--- config.mk ---
export PLATFORM = sky130hd
export DESIGN_NAME = ipsxe_floating_point_in_join_v1_0
export DESIGN_NICKNAME = d
export VERILOG_FILES = /design/src/rtl/ipsxe_floating_point_in_join_v1_0.sv
export SDC_FILE = /design/constraint.sdc
export NUM_CORES = 1
export LEC_CHECK = 0
export BUFFER_PORTS_ARGS = -buffer_cell sky130_fd_sc_hd__buf_2
export CAP_MARGIN = 10
export CORE_MARGIN = 3
export CORE_UTILIZATION = 35
export CTS_BUF_LIST = sky130_fd_sc_hd__clkbuf_4 sky130_fd_sc_hd__clkbuf_8
export DETAILED_ROUTE_END_ITERATION = 10
export GPL_ROUTABILITY_DRIVEN = 0
export SLEW_MARGIN = 40
export SYNTH_ARGS = -nofsm -noshare
export SYNTH_HDL_FRONTEND = slang
export SYNTH_HIERARCHICAL = 1
export SYNTH_SLANG_ARGS = --single-unit
--- constraint.sdc ---
create_clock -name i_aclk -period 4.35 [get_ports i_aclk]
set_input_delay 0.2175 -clock i_aclk [delete_from_list [all_inputs] [get_ports i_aclk]]
set_output_delay 0.2175 -clock i_aclk [all_outputs]
set_load 0.01 [all_outputs]
--- src/rtl/ipsxe_floating_point_in_join_v1_0.sv ---
// Input-side joiner for the floating-point core: buffers up to three AXI4-Stream
// channels in 2-entry FIFOs and presents one joined beat once every enabled channel holds data.

module ipsxe_fp_in_join_fifo #(
    parameter int W = 1
) (
    input  logic         clk,
    input  logic         rst_n,
    input  logic         ce,
    input  logic         valid_i,
    input  logic [W-1:0] data_i,
    input  logic         pop_i,
    output logic         ready_o,
    output logic         nonempty_o,
    output logic [W-1:0] head_o
);

    logic [1:0]   count_q, count_d;
    logic         wr_ptr_q, rd_ptr_q;
    logic         ready_q;
    logic [W-1:0] mem_q [2];
    logic         push;

    assign push = valid_i & ready_q & ce;

    always_comb begin
        count_d = count_q;
        if (push && !pop_i) begin
            count_d = count_q + 2'd1;
        end else if (!push && pop_i) begin
            count_d = count_q - 2'd1;
        end
    end

    always_ff @(posedge clk) begin
        if (!rst_n) begin
            count_q  <= 2'd0;
            wr_ptr_q <= 1'b0;
            rd_ptr_q <= 1'b0;
            ready_q  <= 1'b0;
        end else if (ce) begin
            count_q <= count_d;
            if (push) wr_ptr_q <= ~wr_ptr_q;
            if (pop_i) rd_ptr_q <= ~rd_ptr_q;
            ready_q <= (count_d < 2'd2);
        end
    end

    // NOTE: payload storage has no reset; an empty FIFO never exposes it as valid.
    always_ff @(posedge clk) begin
        if (push) mem_q[wr_ptr_q] <= data_i;
    end

    assign ready_o    = ready_q;
    assign nonempty_o = (count_q != 2'd0);
    assign head_o     = mem_q[rd_ptr_q];

endmodule

module ipsxe_floating_point_in_join_v1_0 #(
    parameter int HAS_B          = 1,
    parameter int HAS_OP         = 0,
    parameter int DATA_WIDTH     = 32,
    parameter int OP_WIDTH       = 8,
    parameter int A_TUSER_WIDTH  = 1,
    parameter int B_TUSER_WIDTH  = 1,
    parameter int OP_TUSER_WIDTH = 1,
    localparam int TUSER_IN_ABCOPERATION_WIDTH =
        A_TUSER_WIDTH + HAS_B * B_TUSER_WIDTH + HAS_OP * OP_TUSER_WIDTH
) (
    input  logic                                   i_aclk,
    input  logic                                   i_areset_n,
    input  logic                                   i_aclken,
    input  logic                                   i_axi4s_a_tvalid,
    output logic                                   o_axi4s_a_tready,
    input  logic [DATA_WIDTH-1:0]                  i_axi4s_a_tdata,
    input  logic [A_TUSER_WIDTH-1:0]               i_axi4s_a_tuser,
    input  logic                                   i_axi4s_b_tvalid,
    output logic                                   o_axi4s_b_tready,
    input  logic [DATA_WIDTH-1:0]                  i_axi4s_b_tdata,
    input  logic [B_TUSER_WIDTH-1:0]               i_axi4s_b_tuser,
    input  logic                                   i_axi4s_op_tvalid,
    output logic                                   o_axi4s_op_tready,
    input  logic [OP_WIDTH-1:0]                    i_axi4s_op_tdata,
    input  logic [OP_TUSER_WIDTH-1:0]              i_axi4s_op_tuser,
    output logic                                   o_join_valid,
    input  logic                                   i_join_ready,
    output logic [DATA_WIDTH-1:0]                  o_join_a,
    output logic [DATA_WIDTH-1:0]                  o_join_b,
    output logic [OP_WIDTH-1:0]                    o_join_op,
    output logic [TUSER_IN_ABCOPERATION_WIDTH-1:0] o_join_abcoperation_tuser
);

    localparam int AW = A_TUSER_WIDTH + DATA_WIDTH;
    localparam int BW = B_TUSER_WIDTH + DATA_WIDTH;
    localparam int OW = OP_TUSER_WIDTH + OP_WIDTH;

    logic                      pop;
    logic                      a_ne, b_ne, op_ne;
    logic [AW-1:0]             a_head;
    logic [B_TUSER_WIDTH-1:0]  b_user;
    logic [OP_TUSER_WIDTH-1:0] op_user;

    // Validity comes only from FIFO counts, so no input reaches an output combinationally.
    assign o_join_valid = a_ne & b_ne & op_ne;
    assign pop          = o_join_valid & i_join_ready & i_aclken;

    ipsxe_fp_in_join_fifo #(.W(AW)) u_fifo_a (
        .clk        (i_aclk),
        .rst_n      (i_areset_n),
        .ce         (i_aclken),
        .valid_i    (i_axi4s_a_tvalid),
        .data_i     ({i_axi4s_a_tuser, i_axi4s_a_tdata}),
        .pop_i      (pop),
        .ready_o    (o_axi4s_a_tready),
        .nonempty_o (a_ne),
        .head_o     (a_head)
    );
    assign o_join_a = a_head[DATA_WIDTH-1:0];

    if (HAS_B != 0) begin : g_b
        logic [BW-1:0] b_head;
        ipsxe_fp_in_join_fifo #(.W(BW)) u_fifo_b (
            .clk        (i_aclk),
            .rst_n      (i_areset_n),
            .ce         (i_aclken),
            .valid_i    (i_axi4s_b_tvalid),
            .data_i     ({i_axi4s_b_tuser, i_axi4s_b_tdata}),
            .pop_i      (pop),
            .ready_o    (o_axi4s_b_tready),
            .nonempty_o (b_ne),
            .head_o     (b_head)
        );
        assign o_join_b = b_head[DATA_WIDTH-1:0];
        assign b_user   = b_head[BW-1:DATA_WIDTH];
    end else begin : g_no_b
        logic unused_b;
        assign o_axi4s_b_tready = 1'b0;
        assign b_ne             = 1'b1;
        assign o_join_b         = '0;
        assign b_user           = '0;
        assign unused_b = ^{i_axi4s_b_tvalid, i_axi4s_b_tdata, i_axi4s_b_tuser, b_user};
    end

    if (HAS_OP != 0) begin : g_op
        logic [OW-1:0] op_head;
        ipsxe_fp_in_join_fifo #(.W(OW)) u_fifo_op (
            .clk        (i_aclk),
            .rst_n      (i_areset_n),
            .ce         (i_aclken),
            .valid_i    (i_axi4s_op_tvalid),
            .data_i     ({i_axi4s_op_tuser, i_axi4s_op_tdata}),
            .pop_i      (pop),
            .ready_o    (o_axi4s_op_tready),
            .nonempty_o (op_ne),
            .head_o     (op_head)
        );
        assign o_join_op = op_head[OP_WIDTH-1:0];
        assign op_user   = op_head[OW-1:OP_WIDTH];
    end else begin : g_no_op
        logic unused_op;
        assign o_axi4s_op_tready = 1'b0;
        assign op_ne             = 1'b1;
        assign o_join_op         = '0;
        assign op_user           = '0;
        assign unused_op = ^{i_axi4s_op_tvalid, i_axi4s_op_tdata, i_axi4s_op_tuser, op_user};
    end

    // Absent channels contribute no bits; A always occupies the LSBs.
    if (HAS_B != 0 && HAS_OP != 0) begin : g_u_abo
        assign o_join_abcoperation_tuser = {op_user, b_user, a_head[AW-1:DATA_WIDTH]};
    end else if (HAS_B != 0) begin : g_u_ab
        assign o_join_abcoperation_tuser = {b_user, a_head[AW-1:DATA_WIDTH]};
    end else if (HAS_OP != 0) begin : g_u_ao
        assign o_join_abcoperation_tuser = {op_user, a_head[AW-1:DATA_WIDTH]};
    end else begin : g_u_a
        assign o_join_abcoperation_tuser = a_head[AW-1:DATA_WIDTH];
    end

endmodule

# Word-level counts from Yosys, hierarchy flattened
# Memories as Yosys holds them, arrays and structs flattened. A register that Yosys moved wholly into a read port is not among the register bits.
# Cells that the tools add are included.
# totals
reg_bits,10
ram_bits,132
input_bits,82
out_inout_bits,78
word_cells,51
memories,2
# mem_list
name,words,width,rd,rd_ports_with_merged_regs,write_ports,line_no,source
g_b.u_fifo_b.mem_q,2,33,1,1,1,21,logic [W-1:0] mem_q [2];
u_fifo_a.mem_q,2,33,1,1,1,21,
# op_classes
add_sub_neg,4
order_cmp,2
muxes,12
bitwise_logic,11
reduce_logical,12
# ops
op,n
2-to-1 mux 1 bit,8
2-to-1 mux 2 bit,4
AND 1 bit,7
AND reduction 2 bit,3
adder 2 x 1 -> 2 bit (second input constant),2
logical AND 1 bit,4
less-than comparator 2 bit (second input constant),2
NOT 1 bit,4
nonzero test 2 bit,2
subtractor 2 x 1 -> 2 bit (second input constant),2
logical NOT 1 bit,3

# Longest topological paths before layout
# depth
word_depth,8
mapped_depth,9
ltp_nobuf,9

# Cells and area by module
# The synthesis kept the hierarchy.
# modules_own_cells
module,instances,cells_per_inst,area_per_inst_um2,seq_area_each_um2
ipsxe_fp_in_join_fifo,2,141,2713.9,2102.0
ipsxe_floating_point_in_join_v1_0,1,12,87.6,0.0

# Worst setup path before layout
# No wires, ideal clock.
# synth_timing
kind,register to register
start,reg g_b.u_fifo_b.ready_q (netlist: g_b.u_fifo_b/ready_o)
end,"mem g_b.u_fifo_b/mem_q[0][0] in the netlist's numbering, enable pin"
setup_ns,0.425
arrival_ns,1.965
required_ns,3.925
path_slack_ns,1.960
path_stages_with_launch,3
n_path_buf,0
synth_period_minus_slack_ns,2.390
path_cell_list,dfxtp_1 -> nand3_1 -> nor2_1
# synth_between
elab_chain_len,4
# synth_rtl
element,line_no,source
start: declaration,20,logic ready_q;
start signal: assignment,45,ready_q <= (count_d < 2'd2);
AND 1 bit (2 in series),24,assign push = valid_i & ready_q & ce;
2-to-1 mux 1 bit,51,if (push) mem_q[wr_ptr_q] <= data_i;
2-to-1 mux 1 bit (not written as such),51,
end: declaration,21,
# Every way passes these cells.

# Worst setup path after layout
# layout_timing
start,reg u_fifo_a.count_q[0]
end,reg g_b.u_fifo_b.count_q[0]
# layout_between
elab_chain_len,7
word_cells_on_any_way,9
cone_classes,mux (2); bitwise (3); reduce/logical (4)
# layout_rtl
element,line_no,source
start: declaration,18,"logic [1:0] count_q, count_d;"
start signal: assignment,42,count_q <= count_d;
nonzero test 2 bit (*),55,assign nonempty_o = (count_q != 2'd0);
named net a_ne,99,"logic a_ne, b_ne, op_ne;"
AND 1 bit (*),105,assign o_join_valid = a_ne & b_ne & op_ne;
AND 1 bit (*) (2 in series),106,assign pop = o_join_valid & i_join_ready & i_aclken;
named net pop,98,logic pop;
logical AND 1 bit or logical NOT 1 bit (tied branches),"30, 28",
2-to-1 mux 2 bit or logical AND 1 bit (tied branches),"30, 28",
2-to-1 mux 2 bit (*),28,if (push && !pop_i) begin
end signal: assignment,42,
end: declaration,18,
# Mark *: on every way through the listed nets, which the timed path passes. The rest lies on a longest branch.
# A chain may end at the register's enable or synchronous reset.

==> metrics.md <==
| Metric | Value |
|---|---|
| Outcome | finished clean |
| EDFF count, synth | 132 |
| Die W | 131.5 µm |
| Netlist cell types | 27 |
| Hold_buf cts | 66 |
| Vias in the first global route | 3501 |
| R2R depth | 9 |
| Worst Max-Slew Pin Slew | 0.5675 ns |
| Worst reg2reg endpoint | g_b.u_fifo_b/count_q[0]$_SDFFE_PN0P_ |
| End point of the worst hold path | u_fifo_a/wr_ptr_q$_SDFFE_PN0P_ |
| Power per cell area | 352.4 nW/µm² |
| RSZ-0062 raised after global routing | no |
| Vias post-DR | 3249 |
| Seq/Total Area, Yosys | 76.23% |
| TritonCTS clock tree | built |
| Final #Nets | 606 |
| Hold Path Origin | i_areset_n |
| Worst skew pair latency | 0.44 ns |
| R2R Setup Slk | 2.31 ns |
| Syn Area/Cell | 18.76 µm² |
| Register bit total from synthesis | 144 |
| Worst-case clock buffer depth | 2 |
| Drt via density | 4.379 |
| Setup TNS | 0 ns |
| Critical path peak fanout | 6 |
| Number of remaining DRC errors | 0 |
| Chip height | 131.5 µm |
| Relative slew slack | 62.17% |
| Post-cts sizing count | 0 |
| DP Cell Count | 644 |
| Required time of the critical path | 4.73 ns |
| Multiplexer share of the synthesized area | 13.48% |
| Sink Count | 144 |
| Detailed Place HPWL | 7.065 mm |
| WHS Path Cells | 2 |
| Worst setup path start | u_fifo_a/count_q[0]$_SDFFE_PN0P_ |
| Worst r2r src | u_fifo_a/count_q[0]$_SDFFE_PN0P_ |
| Fin crit share | 46.90% |
| Overflow after GRT | 0 |
| Fill cell count | 1320 |
| Synth Area in Simple Gates | 3.562% |
| VDD IR max | 0.0001480 V |
| Setup CP Type | flop to flop |
| Initial DRC count | 195 |
| FFs w/ async S/R, synth | 0% |
| Final hold viol count | 0 |
| Clk root buf | clkbuf_8 |
| Initial antenna violation count | 0 |
| CTS Buf Count | 17 |
| Clk slew on worst S/H paths | 0.08 ns |
| Std cell rows | 45 |
| First-pass GRT wire length | 17.77 mm |
| Remaining antenna violation count after routing | 0 |
| Ports | 160 |
| Initial Util | 36.01% |
| Core box area | 15310 µm² |
| Final setup fails | 0 |
| Ys Warns | 6 |
| Post-synth top flop | edfxtp_1 |
| XOR/XNOR share of the synthesized area | 0.3176% |
| CP startpoint kind | flop |
| Final cell count without fillers | 742 |
| IO buf count | 140 |
| Cell area after synthesis | 5515 µm² |
| Post-CTS setup buffers | 0 |
| Synth Area in Compound Gates | 1.679% |
| Worst Hold Class | input pin to flop |
| Leakage power | 2.828 nW |
| CP endpoint kind | flop |
| Max Slew Vio Count | 0 |
| Syn Inst Count | 294 |
| Clock skew | 0.01168 ns |
| Critical path arrival | 2.42 ns |
| Maxcap violations | 0 |
| Number of inserted diodes | 0 |
| Largest family of logic cells by synthesized area | multiplexers |
| Share of layout cells above drive strength 1 | 45.39% |
| Avg WL per Cell | 14.73 µm |
| Total track usage | 13.26% |
| Max Fclk | 490.2 MHz |
| H-tree Lvls | 4 |
| Synthesis-to-layout area growth | 36.82% |
| Post-Synth Adder-Cell Area | 1.361% |
| Final core utilization | 49.27% |
| Die area | 17300 µm² |
| WL final | 10.93 mm |
| First-pass detailed-route iteration total | 4 |
| Post-route minimum period | 2.040 ns |
| Pin count of the biggest net entering global routing | 34 |
## layout make-up
type	instances	area, µm²	area share [%]
Sequential cell	144	4204	55.71
Tap cell	211	264.0	3.499
Inverter	10	37.54	0.4974
Clock buffer	17	234.0	3.101
Clock inverter	15	135.1	1.791
Timing Repair Buffer	214	1496	19.83
Multi-Input combinational cell	131	1175	15.57
## synthesized netlist by cell type (4+ instances only)
master / instances / area, µm²
edfxtp_1: 132 / 3964
mux2_2: 56 / 630.6
dfxtp_1: 12 / 240.2
inv_1: 10 / 37.54
mux2_1: 10 / 112.6
buf_4: 9 / 67.56
nand2_1: 8 / 30.03
and2_1: 6 / 37.54
buf_6: 6 / 67.56
ha_1: 6 / 75.07
nor2_1: 6 / 22.52
and2_0: 4 / 25.02
nand2b_1: 4 / 25.02
## stage by stage
step | setup WS, ns | total power [W] | hold slack [ns] | cell area, µm²
after floorplan | 1.960 | 0.001607 | 0.3164 | 5545
after global placement | 2.356 | 0.001659 | 0.4053 | 6404
after detailed placement | 2.320 | 0.001670 | 0.4090 | 6516
after CTS | 2.270 | 0.002700 | 0.06874 | 7546
after global routing | 2.137 | 0.002784 | 0.06645 | 7546
final | 2.310 | 0.002659 | 0.1033 | 7546
## metal layers
metal	wire [µm]	part of all wire, %	track usage (%)
met5	0	0	0
met4	208	1.9	6.301
met3	459	4.2	4.020
met2	5699	52	22.44
met1	4559	42	15.40
## cell families (layout without fill, tap and decap cells)
kind of cell,after synthesis,after routing
mux,66,66
xor+xnor,2,2
compound gates,12,12
other cells,1,9
flops,144,144
simple gates,36,36
buf+inv,27,256
fa+ha+maj,6,6
## where the power goes
| group | leakage, nW | internal [W] | switching, W |
|---|---|---|---|
| logic | 1.36 | 0.0000884 | 0.0000631 |
| registers | 1.29 | 0.00153 | 0.00000520 |
| clock network | 0.176 | 0.000454 | 0.000520 |
## sequential cells by signal, summed over array words and instances, names as in the netlist, named ones only
register	count
g_b.u_fifo_b/mem_q	66
u_fifo_a/ready_o	1
u_fifo_a/mem_q	66
u_fifo_a/count_q	1
g_b.u_fifo_b/wr_ptr_q	1
u_fifo_a/rd_ptr_q	1
u_fifo_a/wr_ptr_q	1
g_b.u_fifo_b/ready_o	1
g_b.u_fifo_b/rd_ptr_q	1
g_b.u_fifo_b/count_q	1
## cell usage in the layout (no fill, tap or decap), types with 2 or more instances in the layout
cell type / netlist / layout
buf_2: 2 / 140
edfxtp_1: 132 / 132
dlygate4sd3_1: 0 / 66
mux2_2: 56 / 56
clkbuf_8: 0 / 17
dfxtp_1: 12 / 12
inv_1: 10 / 10
mux2_1: 10 / 10
conb_1: 1 / 9
nand2_1: 8 / 8
ha_1: 6 / 6
and2_1: 6 / 5
clkinvlp_4: 0 / 4
clkinv_4: 0 / 4
nor2_1: 6 / 4
and2_0: 4 / 4
nand2b_1: 4 / 4
inv_6: 0 / 3
buf_4: 9 / 3
buf_16: 0 / 3
and2_2: 1 / 2
clkinv_2: 0 / 2
nand3_1: 2 / 2
nor2_4: 0 / 2
xnor2_1: 2 / 2
nand2b_2: 2 / 2
or3_1: 2 / 2
a21boi_1: 2 / 2
o21a_1: 2 / 2
o311ai_0: 2 / 2
a21boi_0: 2 / 2
o21ai_0: 2 / 2
o211a_1: 2 / 2
buf_8: 0 / 2
## how the worst max path moves through the flow
| stage | to | slack, ns | cells after the start |
|---|---|---|---|
| detailed placement | u_fifo_a/count_q[0]$_SDFFE_PN0P_ | 2.32 | 9 |
| finish | g_b.u_fifo_b/count_q[0]$_SDFFE_PN0P_ | 2.31 | 9 |
| CTS | g_b.u_fifo_b/count_q[0]$_SDFFE_PN0P_ | 2.27 | 9 |
| floorplan | g_b.u_fifo_b/mem_q[0][0]$_DFFE_PP_ | 1.96 | 2 |
| global placement | g_b.u_fifo_b/count_q[0]$_SDFFE_PN0P_ | 2.36 | 9 |
| global route | g_b.u_fifo_b/count_q[0]$_SDFFE_PN0P_ | 2.14 | 9 |
## worst max-delay path, stage by stage, from the launching register on
cell and delay [ns]:
dfxtp_1 0.36, inv_1 0.05, ha_1 0.19, inv_1 0.06
and4_1 0.33, inv_1 0.07, ha_1 0.28, nand2b_2 0.20
or3_1 0.32, a21boi_1 0.12
Note: power is estimated with default switching activity, not from simulation.
